`src/rtl/name_lookup_sequencer.sv`:
```
// Control stage that buffers one name and walks a single trie level's search structure word by word.
// Optional step limit (abort on cyclic pointer structures) enabled by defining NAME_LOOKUP_STEP_LIMIT_EN.
module name_lookup_sequencer #(
    parameter int WORD_SIZE       = 32,
    parameter int PTR_W           = 4,
    parameter int MAX_NAME_LENGTH = 8,
    parameter int ROOT_ADDR       = 0,
    parameter int MAX_STEPS       = 64
) (
    input  logic                               clk_in,
    input  logic                               rst_n_in,
    input  logic [WORD_SIZE-1:0]               name_word_in,
    input  logic                               name_valid_in,
    input  logic                               name_last_in,
    output logic                               name_ready_out,
    output logic [PTR_W-1:0]                   lvl_address_out,
    output logic [WORD_SIZE-1:0]               lvl_lookup_cont_out,
    input  logic [PTR_W-1:0]                   lvl_next_pointer_in,
    input  logic                               lvl_is_match_in,
    input  logic                               lvl_no_child_in,
    output logic                               result_valid_out,
    input  logic                               result_ready_in,
    output logic [$clog2(MAX_NAME_LENGTH+1)-1:0] result_match_len_out,
    output logic [PTR_W-1:0]                   result_pointer_out,
    output logic                               result_full_match_out,
    output logic                               result_truncated_out,
    output logic                               result_timeout_out,
    output logic                               busy_out,
    output logic [2:0]                         state_dbg_out
);

    localparam int CW = $clog2(MAX_NAME_LENGTH + 1);
    localparam int IW = (MAX_NAME_LENGTH > 1) ? $clog2(MAX_NAME_LENGTH) : 1;
    localparam logic [PTR_W-1:0] ROOT = PTR_W'(ROOT_ADDR);
    localparam logic [CW-1:0]    MAX_CNT = CW'(MAX_NAME_LENGTH);

    // Both handshakes: a transfer happens on a rising edge where valid and ready are both high.
    typedef enum logic [2:0] {
        S_IDLE  = 3'd0,
        S_LOAD  = 3'd1,
        S_ISSUE = 3'd2,
        S_EVAL  = 3'd3,
        S_DONE  = 3'd4
    } state_t;

    state_t state_q, state_d;

    logic [WORD_SIZE-1:0] name_buf [MAX_NAME_LENGTH];
    logic [CW-1:0]        count_q;
    logic [IW-1:0]        idx_q;
    logic [PTR_W-1:0]     addr_q;
    logic [WORD_SIZE-1:0] word_q;
    logic [CW-1:0]        match_len_q;
    logic [PTR_W-1:0]     ptr_q;
    logic                 full_q;
    logic                 trunc_q;

    logic          name_xfer;
    logic [CW-1:0] idx_plus1;
    logic          last_word;
    logic          probe_again;
    logic          step_expired;

`ifdef NAME_LOOKUP_STEP_LIMIT_EN
    localparam int SW = (MAX_STEPS > 1) ? $clog2(MAX_STEPS) : 1;
    localparam logic [SW-1:0] STEP_LAST = SW'(MAX_STEPS - 1);
    logic [SW-1:0] steps_q;
    logic          timeout_q;
    logic          timed_out;
    assign step_expired = (steps_q == STEP_LAST);
`else
    assign step_expired = 1'b0;
`endif

    assign name_ready_out = (state_q == S_IDLE) || (state_q == S_LOAD);
    assign name_xfer      = name_valid_in && name_ready_out;
    assign idx_plus1      = CW'(idx_q) + CW'(1);
    assign last_word      = (idx_plus1 == count_q);

    always_ff @(posedge clk_in or negedge rst_n_in) begin
        if (!rst_n_in) state_q <= S_IDLE;
        else           state_q <= state_d;
    end

    always_comb begin
        state_d     = state_q;
        probe_again = 1'b0;
`ifdef NAME_LOOKUP_STEP_LIMIT_EN
        timed_out   = 1'b0;
`endif
        case (state_q)
            S_IDLE:  if (name_xfer) state_d = name_last_in ? S_ISSUE : S_LOAD;
            S_LOAD:  if (name_xfer && name_last_in) state_d = S_ISSUE;
            S_ISSUE: state_d = S_EVAL;
            S_EVAL: begin
                if ((lvl_is_match_in && last_word) || (!lvl_is_match_in && lvl_no_child_in)) begin
                    state_d = S_DONE;
                end else if (step_expired) begin
                    state_d = S_DONE;
`ifdef NAME_LOOKUP_STEP_LIMIT_EN
                    timed_out = 1'b1;
`endif
                end else begin
                    state_d     = S_ISSUE;
                    probe_again = 1'b1;
                end
            end
            S_DONE:  if (result_ready_in) state_d = S_IDLE;
            default: state_d = S_IDLE;
        endcase
    end

    always_ff @(posedge clk_in or negedge rst_n_in) begin
        if (!rst_n_in) begin
            for (int i = 0; i < MAX_NAME_LENGTH; i++) name_buf[i] <= '0;
            count_q     <= '0;
            idx_q       <= '0;
            addr_q      <= ROOT;
            word_q      <= '0;
            match_len_q <= '0;
            ptr_q       <= '0;
            full_q      <= 1'b0;
            trunc_q     <= 1'b0;
        end else begin
            case (state_q)
                S_IDLE: begin
                    if (name_xfer) begin
                        name_buf[0] <= name_word_in;
                        count_q     <= CW'(1);
                        if (name_last_in) begin
                            idx_q  <= '0;
                            addr_q <= ROOT;
                            word_q <= name_word_in;
                            ptr_q  <= ROOT;
                        end
                    end
                end
                S_LOAD: begin
                    if (name_xfer) begin
                        // Words beyond the buffer are swallowed so the producer never stalls.
                        if (count_q < MAX_CNT) begin
                            name_buf[count_q[IW-1:0]] <= name_word_in;
                            count_q <= count_q + CW'(1);
                        end else begin
                            trunc_q <= 1'b1;
                        end
                        if (name_last_in) begin
                            idx_q  <= '0;
                            addr_q <= ROOT;
                            word_q <= name_buf[0];
                            ptr_q  <= ROOT;
                        end
                    end
                end
                S_EVAL: begin
                    if (lvl_is_match_in) begin
                        match_len_q <= idx_plus1;
                        ptr_q       <= lvl_next_pointer_in;
                        if (last_word) full_q <= 1'b1;
                    end
                    if (probe_again) begin
                        addr_q <= lvl_next_pointer_in;
                        if (lvl_is_match_in) begin
                            idx_q  <= idx_q + IW'(1);
                            word_q <= name_buf[idx_q + IW'(1)];
                        end
                    end
                end
                S_DONE: begin
                    if (result_ready_in) begin
                        for (int i = 0; i < MAX_NAME_LENGTH; i++) name_buf[i] <= '0;
                        count_q     <= '0;
                        idx_q       <= '0;
                        addr_q      <= ROOT;
                        word_q      <= '0;
                        match_len_q <= '0;
                        ptr_q       <= '0;
                        full_q      <= 1'b0;
                        trunc_q     <= 1'b0;
                    end
                end
                default: ;
            endcase
        end
    end

`ifdef NAME_LOOKUP_STEP_LIMIT_EN
    always_ff @(posedge clk_in or negedge rst_n_in) begin
        if (!rst_n_in) begin
            steps_q   <= '0;
            timeout_q <= 1'b0;
        end else if (state_q == S_EVAL) begin
            steps_q <= steps_q + SW'(1);
            if (timed_out) timeout_q <= 1'b1;
        end else if (state_q == S_DONE && result_ready_in) begin
            steps_q   <= '0;
            timeout_q <= 1'b0;
        end
    end
    assign result_timeout_out = timeout_q;
`else
    assign result_timeout_out = 1'b0;
`endif

    assign lvl_address_out       = addr_q;
    assign lvl_lookup_cont_out   = word_q;
    assign result_valid_out      = (state_q == S_DONE);
    assign result_match_len_out  = match_len_q;
    assign result_pointer_out    = ptr_q;
    assign result_full_match_out = full_q;
    assign result_truncated_out  = trunc_q;
    assign busy_out              = (state_q != S_IDLE);
    assign state_dbg_out         = state_q;

endmodule
```
`config.mk`:
```
export PLATFORM = sky130hd
export DESIGN_NAME = name_lookup_sequencer
export DESIGN_NICKNAME = d
export VERILOG_FILES = /design/src/rtl/name_lookup_sequencer.sv
export SDC_FILE = /design/constraint.sdc
export NUM_CORES = 1
export LEC_CHECK = 0
export BUFFER_PORTS_ARGS = -buffer_cell sky130_fd_sc_hd__buf_2
export CAP_MARGIN = 20
export CORE_UTILIZATION = 60
export DETAILED_ROUTE_END_ITERATION = 10
export PLACE_DENSITY = 0.8
export SETUP_SLACK_MARGIN = 0.15
export SKIP_CTS_REPAIR_TIMING = 1
export SYNTH_ARGS = -nofsm -noshare
export SYNTH_HDL_FRONTEND = slang
export SYNTH_SLANG_ARGS = --single-unit
```
`constraint.sdc`:
```
create_clock -name clk_in -period 3.2 [get_ports clk_in]
set_input_delay 0.64 -clock clk_in [delete_from_list [all_inputs] [get_ports clk_in]]
set_output_delay 0.64 -clock clk_in [all_outputs]
set_load 0.05 [all_outputs]
```
==> results of run 1 <==
## cells by family (layout without fill, tap and decap cells)
family,after synthesis,after routing
other,1,1
flip-flops,312,312
AO/OA/AOI/OAI,397,397
adder cells (fa/ha/maj),2,2
AND/OR/NAND/NOR,351,351
multiplexers,131,131
buffers and inverters,140,226
XOR/XNOR,4,4
## how the worst max path moves through the flow
stage / from / to / slack, ns
after global placement: idx_q[0]$_DFFE_PN0P_ / lvl_lookup_cont_out[3]$_DFFE_PN0P_ / 0.65
after global routing: state_dbg_out[2]$_DFFE_PN0P_ / result_valid_out / 0.15
after CTS: state_dbg_out[2]$_DFFE_PN0P_ / result_valid_out / 0.20
after floorplan: idx_q[1]$_DFFE_PN0P_ / lvl_lookup_cont_out[25]$_DFFE_PN0P_ / 0.80
after detailed placement: idx_q[0]$_DFFE_PN0P_ / lvl_lookup_cont_out[9]$_DFFE_PN0P_ / 0.60
final: state_dbg_out[2]$_DFFE_PN0P_ / result_valid_out / 0.23
## worst max-delay path, cell delays in order, from the launching register on
cell and delay (ns):
dfrtp_2 0.77, nand2b_1 0.14, or2_2 0.32, inv_2 0.22, buf_2 0.32
## cell usage in the layout, fill, tap and decap left out, types with 4 or more instances in the layout
master / n
inv_1: 34
mux2i_1: 34
and3_1: 34
nor3b_1: 4
buf_4: 32
o21ai_0: 233
mux2_2: 5
dfrtp_1: 309
clkbuf_8: 7
a22oi_1: 32
clkbuf_16: 31
mux4_2: 61
nand3b_1: 4
buf_12: 8
a22o_1: 9
nand2_1: 276
clkbuf_1: 8
o21ai_2: 7
mux2_4: 28
nor2_1: 8
a21oi_1: 71
buf_2: 93
a211o_1: 32
clkinv_2: 10
## area by class of cell
type | count | area (um^2)
clock buffers | 46 | 902.1
clock inverters | 11 | 58.81
fillers | 1662 | 7268
inverters | 35 | 131.4
multi-input cells | 886 | 6158
flip-flops and latches | 312 | 7814
well taps | 319 | 399.1
repair buffers | 134 | 880.8
## where the power goes
group	total, mW	internal (mW)	switching (mW)	leakage [nW]
clock	3.45	1.94	1.51	0.485
combinational	7.51	3.14	4.38	3.11
sequential	6.35	5.35	0.996	4.10
## flip-flops by register name (all words and copies together), names as in the netlist
name	count
count_q	4
idx_q	3
lvl_address_out	4
lvl_lookup_cont_out	32
name_buf	256
result_full_match_out	1
result_match_len_out	4
result_pointer_out	4
result_truncated_out	1
state_dbg_out	3
## through the flow
stage | area, um^2 | total power [mW]
after floorplan | 14560 | 11.87
after global placement | 15380 | 13.46
after detailed placement | 15380 | 13.77
after CTS | 16340 | 17.27
after global routing | 16340 | 18.20
final | 16340 | 17.32
## synthesized netlist by cell type, drive strengths merged, types with 4 or more instances
library cell,n
o21ai,241
mux2,33
and3,34
nand2,276
a211o,32
a22o,9
nor2,10
mux2i,34
mux4,64
buf,37
a21oi,71
dfrtp,312
a31oi,4
clkbuf,68
a22oi,32
nor3b,4
inv,35
nand3b,4
## metal layers
metal  vias to the layer above  global-route usage, %  wire [um]
met5                         -                      0          0
li1                       4865                      -          -
met3                       123                  5.831       4001
met2                       687                  53.20      19000
met1                      5707                  45.98      15320
met4                         0                  13.73       1366
==> results.json, run 1 <==
{
  "synth_top_area_share_pct": 53.62,
  "cellLeakagePower_nw": 7.703,
  "r2r_cells": 6,
  "dp.cells": 1686,
  "power_density_nw_per_um2": 1059,
  "firstDrtPassIters": 7,
  "die-width_um": 157.8,
  "irDropWorstVdd_mv": 0.5159,
  "cts_made_buffers": 31,
  "critPathKind": "flip-flop to output pin",
  "cts_sinks": 312,
  "period_share_pct": 92.96,
  "max_freq_mhz": 336.2,
  "rsz0062_at_grt": "no",
  "ant_nets": 0,
  "crit_arrival_ns": 2.33,
  "synth.distinct_cells": 51,
  "drv_cap": 0,
  "final_cells": 1743,
  "setup_slack_ns": 0.2253,
  "cts_tree": "built",
  "setup_violations": 0,
  "synth-seq-cells": 312,
  "fin_worst_skew_ns": 0.009958,
  "dieArea_um2": 24890,
  "synthArstFlopShare_pct": 100.0,
  "clock_latency_ns": 0.56,
  "synth.avg_cell_area_um2": 10.88,
  "grt_max_degree": 74,
  "clk_path_buf_depth": 3,
  "rows": 56,
  "r2r-start": "idx_q[0]$_DFFE_PN0P_",
  "synthAdderAreaFrac_pct": 0.1719,
  "ys_top_cells_by_area": "dfrtp_1 (54%), mux4_2 (9.4%), o21ai_0 (8.0%)",
  "globalRouteTotalUtil_pct": 33.47,
  "first_iter_violations": 1231,
  "worst_ep_required_time_ns": 2.56,
  "die_height_um": 157.8,
  "tightest_slew_ns": 0.8614,
  "synth_simple_gate_area_share_pct": 10.30,
  "routed-via-count": 11380,
  "critPathLaunchType": "flip-flop",
  "h-tree-depth": 1,
  "hp-class": "input port to async pin",
  "synth-main-ff-cell": "dfrtp_1",
  "fin_crit_ns": 2.975,
  "place_ws_ns": 0.6038,
  "grt_pass1_wl_um": 63070,
  "synthesis.area_um2": 14560,
  "fin_nets": 1445,
  "status": "finished, final reports clean",
  "hpwl_um": 22200,
  "reg2reg_to": "lvl_lookup_cont_out[9]$_DFFE_PN0P_",
  "drive_gt1_share_pct": 20.79,
  "hold_violations": 0,
  "synthXorXnorAreaFrac_pct": 0.2406,
  "synth_compound_area_share_pct": 15.52,
  "globalplace.congestion": 0.8116,
  "drc_errors": 0,
  "synth_largest_area_cell": "dfrtp_1",
  "grt-ovfl-total": 0,
  "fin_hold_ws_ns": 0.04536,
  "synthCells": 1338,
  "io_pins": 96,
  "synth_top_family_by_area": "multiplexers",
  "slew_headroom_pct": 42.57,
  "synthToLayoutAreaGrowth_pct": 12.25,
  "core-area_um2": 23610,
  "initial_core_util_pct": 61.66,
  "synth.mux.area_fraction_pct": 15.59,
  "antenna-diode-count": 0,
  "tns_ns": 0,
  "cts_root_buffer": "clkbuf_16",
  "cts.clk_slew.worst_paths_ns": 0.06,
  "synth_nets": 1383,
  "yosysWarnings": 0,
  "synth_seq_area_share_pct": 53.62,
  "r2r_slack_ns": 0.57,
  "wl_per_cell_um": 22.77,
  "endpoint_kind": "output pin",
  "slew_viol_final": 0,
  "grt_pass1_vias": 11500,
  "crit_fanout": 28,
  "fin_util_pct": 69.22,
  "numPortBuffers": 94,
  "vias_per_cell": 6.530,
  "antenna_found_initial": 0,
  "synth_edf_count": 0,
  "wirelength_um": 39680
}
Note: power is estimated with default switching activity, not from simulation.
==> run 2: changes to the inputs <==
Settings changed: CORE_UTILIZATION 60 to 55, PLACE_DENSITY 0.8 to 0.73.
==> results.json, run 2 (synthesis results as in run 1) <==
{
  "status": "finished, final reports clean",
  "total_power_mw": 17.84,
  "rsz0062_at_grt": "no",
  "antenna_found_initial": 0,
  "power_density_nw_per_um2": 1070,
  "synthToLayoutAreaGrowth_pct": 14.51,
  "clkPwrFrac_pct": 21.8,
  "first_iter_violations": 980,
  "cts_root_buffer": "clkbuf_16",
  "fin_nets": 1454,
  "numPortBuffers": 94,
  "hpwl_um": 23680,
  "final_cell_mix": "dfrtp_1 (309), nand2_1 (276), o21ai_0 (233)",
  "rows": 59,
  "cts_tree": "built",
  "die-width_um": 164.7,
  "irDropWorstVdd_mv": 0.7590,
  "regArea_um2": 7814,
  "routed-via-count": 11240,
  "initial_core_util_pct": 56.03,
  "cts_made_buffers": 31,
  "setup_violations": 0,
  "critPathKind": "flip-flop to output pin",
  "ant_nets": 0,
  "endpoint_kind": "output pin",
  "io_pins": 96,
  "dieArea_um2": 27130,
  "fin_worst_skew_ns": 0.007105,
  "globalplace.congestion": 0.7736,
  "wirelength_um": 40720,
  "worst_ep_required_time_ns": 2.56,
  "hp-class": "input port to async pin",
  "n_fill_cell": 2012,
  "pwr-share-comb_pct": 43.2,
  "intPower_mw": 10.88,
  "drive_gt1_share_pct": 21.72,
  "wl_per_cell_um": 23.05,
  "h-tree-depth": 1,
  "crit_fanout": 23,
  "max_freq_mhz": 341.9,
  "globalRouteTotalUtil_pct": 31.10,
  "antenna-diode-count": 0,
  "clock_latency_ns": 0.56,
  "p_sw_share_pct": 39.02,
  "cts_sinks": 312,
  "clk_path_buf_depth": 3,
  "firstDrtPassIters": 5,
  "grt_max_degree": 97,
  "tightest_slew_ns": 0.8061,
  "multiInputGateArea_um2": 6158,
  "cellLeakagePower_nw": 7.830,
  "drc_errors": 0,
  "top_register": "name_buf",
  "period_share_pct": 91.41,
  "die_height_um": 164.7,
  "slew_headroom_pct": 46.26,
  "grt_pass1_vias": 11160,
  "vias_per_cell": 6.362,
  "mostFrequentLayoutCell": "dfrtp_1",
  "power_switching_mw": 6.959,
  "largest_reg_flops": 256,
  "critPathLaunchType": "flip-flop",
  "hold_violations": 0,
  "drv_cap": 0,
  "power_frac_seq_pct": 35.0,
  "grt_pass1_wl_um": 63830,
  "fin_crit_ns": 2.925,
  "grt-ovfl-total": 0,
  "core-area_um2": 25980,
  "slew_viol_final": 0,
  "crit_arrival_ns": 2.29,
  "tns_ns": 0,
  "cts.clk_slew.worst_paths_ns": 0.06
}
-- run 2: cell count changes in the layout (fill, tap and decap cells not counted), sizes merged --
cell      change
buf           +9
bufinv        +6
clkbuf       -12
clkinv        -1
clkinvlp      +7
inv           -1
-- run 2: layout make-up --
class / count / area share, %
Inverter: 35 / 0.7880
Clock buffer: 34 / 4.841
Clock inverter: 22 / 1.689
Multi-Input combinational cell: 886 / 36.94
Sequential cell: 312 / 46.87
Tap cell: 335 / 2.514
Timing Repair Buffer: 143 / 6.364
-- run 2: worst max-delay path, cell delays in order (launching register included) --
cell and delay [ns]:
dfrtp_2 0.53, buf_4 0.31, nor2_4 0.49, buf_2 0.37
-- run 2: worst paths after layout --
kind | start | slack (ns) | cells after the start | end
setup / recovery | state_dbg_out[2]$_DFFE_PN0P_ | 0.27 | 3 | name_ready_out
hold / removal | rst_n_in | 0.08 | 1 | result_pointer_out[0]$_DFFE_PN0P_
setup reg to reg | idx_q[0]$_DFFE_PN0P_ | 0.48 | 6 | lvl_lookup_cont_out[21]$_DFFE_PN0P_
hold reg to reg | name_buf[187]$_DFFE_PN0P_ | 0.47 | 2 | name_buf[187]$_DFFE_PN0P_
max in group asynchronous | rst_n_in | 2.24 | 2 | name_buf[206]$_DFFE_PN0P_
min in group clk_in | lvl_next_pointer_in[3] | 0.33 | 2 | result_pointer_out[3]$_DFFE_PN0P_
-- run 2: metrics by stage --
stage	hold slack (ns)	instances	util, %	worst slack (ns)	cell area, um^2
4_1_cts	0.1594	1767	64.16	0.2849	16670
3_3_place_gp	0.4554	1710	59.94	0.2672	15580
2_1_floorplan	0.3444	1338	-	0.8047	14560
5_1_grt	0.1594	1767	64.16	0.2192	16670
3_5_place_dp	0.4651	1711	59.97	0.4930	15580
6_report	0.08035	1767	64.16	0.2749	16670
-- run 2: power by group through the flow --
stage | Sequential [mW] | Clock [mW] | Combinational, mW
floorplan | 6.96 | 0 | 4.91
global placement | 6.24 | 0 | 7.47
detailed placement | 6.29 | 0 | 7.65
CTS | 6.24 | 3.91 | 7.68
global route | 6.41 | 4.08 | 8.26
finish | 6.25 | 3.89 | 7.70
-- run 2: per-layer routing --
metal	global-route usage (%)	vias to the layer above	wire, um
met1	42.79	5682	16410
li1	-	4890	-
met4	12.64	0	1528
met5	0	-	0
met2	49.83	552	19490
met3	4.671	118	3296
==> run 3: changes to the inputs <==
Settings changed: CORE_UTILIZATION 55 to 60, PLACE_DENSITY 0.73 to 0.79.
==> results.json, run 3 (synthesis results as in run 1) <==
{
  "status": "finished, final reports clean",
  "worst_ep_required_time_ns": 2.56,
  "top_register": "name_buf",
  "slowest_stage": "dfrtp_2",
  "cts_made_buffers": 31,
  "max_stage_delay_ns": 0.62,
  "globalRouteTotalUtil_pct": 34.49,
  "critPathKind": "flip-flop to output pin",
  "period_share_pct": 93.43,
  "irDropWorstVdd_mv": 0.5412,
  "drc_errors": 0,
  "firstDrtPassIters": 5,
  "fin_nets": 1455,
  "r2r_slack_ns": 0.50,
  "slew_headroom_pct": 41.18,
  "critPathLaunchType": "flip-flop",
  "grt_pass1_wl_um": 64960,
  "first_iter_violations": 981,
  "globalplace.congestion": 0.8110,
  "antenna_found_initial": 0,
  "wirelength_um": 40710,
  "largest_reg_flops": 256,
  "routed-via-count": 11400,
  "h-tree-depth": 1,
  "mostFrequentLayoutCell": "dfrtp_1",
  "cts_root_buffer": "clkbuf_16",
  "placed_area_um2": 15500,
  "endpoint_kind": "output pin",
  "max_freq_mhz": 334.5,
  "place_ws_ns": 0.5842,
  "setup_violations": 0,
  "fin_util_pct": 69.97,
  "core-area_um2": 23610,
  "cts_sinks": 312,
  "die_height_um": 157.8,
  "cts.clk_slew.worst_paths_ns": 0.06,
  "grt_pass1_vias": 11700,
  "die-width_um": 157.8,
  "numPortBuffers": 94,
  "clock_latency_ns": 0.57,
  "ant_nets": 0,
  "fin_crit_ns": 2.990,
  "rows": 56,
  "grt-ovfl-total": 0,
  "vias_per_cell": 6.501,
  "crit_arrival_ns": 2.35,
  "cellLeakagePower_nw": 7.786,
  "hold_violations": 0,
  "synthToLayoutAreaGrowth_pct": 13.47,
  "power_density_nw_per_um2": 1065,
  "final_cell_mix": "dfrtp_1 (309), nand2_1 (276), o21ai_0 (233)",
  "cts_tree": "built",
  "rsz0062_at_grt": "no",
  "tightest_slew_ns": 0.8802,
  "tns_ns": 0,
  "setup_slack_ns": 0.2103,
  "hpwl_um": 23710,
  "drv_cap": 0,
  "grt_max_degree": 86,
  "antenna-diode-count": 0,
  "io_pins": 96,
  "wl_per_cell_um": 23.22,
  "stdcell_area_um2": 16520,
  "initial_core_util_pct": 61.66,
  "drive_gt1_share_pct": 21.41,
  "fin_worst_skew_ns": 0.02204,
  "dieArea_um2": 24890,
  "clk_path_buf_depth": 3,
  "fin_hold_ws_ns": 0.09024,
  "n_fill_cell": 1682,
  "crit_fanout": 31,
  "crit_chain": "nand2b_1, or2_2, inv_2, buf_2",
  "slew_viol_final": 0,
  "hp-class": "input port to async pin"
}
[run 3: area by class of cell]
class,instances,area [um^2],share of cell area (%)
Clock buffer,49,953.4,5.771
Clock inverter,8,71.32,0.4317
Inverter,35,131.4,0.7952
Multi-Input combinational cell,886,6158,37.28
Sequential cell,312,7814,47.30
Tap cell,319,399.1,2.416
Timing Repair Buffer,144,993.5,6.013
[run 3: power by group]
| part | total [mW] | internal, mW | switching (mW) |
|---|---|---|---|
| sequential | 6.41 | 5.36 | 1.05 |
| clock | 3.61 | 2.11 | 1.50 |
| combinational | 7.58 | 3.19 | 4.40 |
[run 3: worst max-delay path, delay by kind of cell, from the launching register on]
| kind | cells | cell delay [ns] |
|---|---|---|
| and+or+nand+nor | 2 | 0.57 |
| DFF | 1 | 0.62 |
| buffers and inverters | 2 | 0.59 |
[run 3: routing by layer]
metal,GRT usage (%),vias to the layer above,part of all wire [%]
met4,13.31,0,3.8
met5,0,-,0
met3,5.940,131,9.5
li1,-,4885,-
met2,55.78,615,47
met1,46.97,5766,39
[run 3: final timing paths]
| kind | start | end | cells past startpoint |
|---|---|---|---|
| setup reg to reg | idx_q[0]$_DFFE_PN0P_ | lvl_lookup_cont_out[25]$_DFFE_PN0P_ | 6 |
| hold reg to reg | name_buf[9]$_DFFE_PN0P_ | name_buf[9]$_DFFE_PN0P_ | 2 |
| min in group clk_in | lvl_next_pointer_in[2] | lvl_address_out[2]$_DFFE_PN0P_ | 2 |
| max in group asynchronous | rst_n_in | name_buf[51]$_DFFE_PN0P_ | 2 |
| hold / removal | rst_n_in | state_dbg_out[0]$_DFFE_PN0P_ | 1 |
| setup / recovery | state_dbg_out[0]$_DFFE_PN0P_ | result_valid_out | 4 |
[run 3: metrics by stage]
stage | total power [mW] | instances
global route | 18.47 | 1753
finish | 17.60 | 1753
CTS | 17.52 | 1753
detailed placement | 13.88 | 1696
global placement | 13.58 | 1696
floorplan | 11.87 | 1338
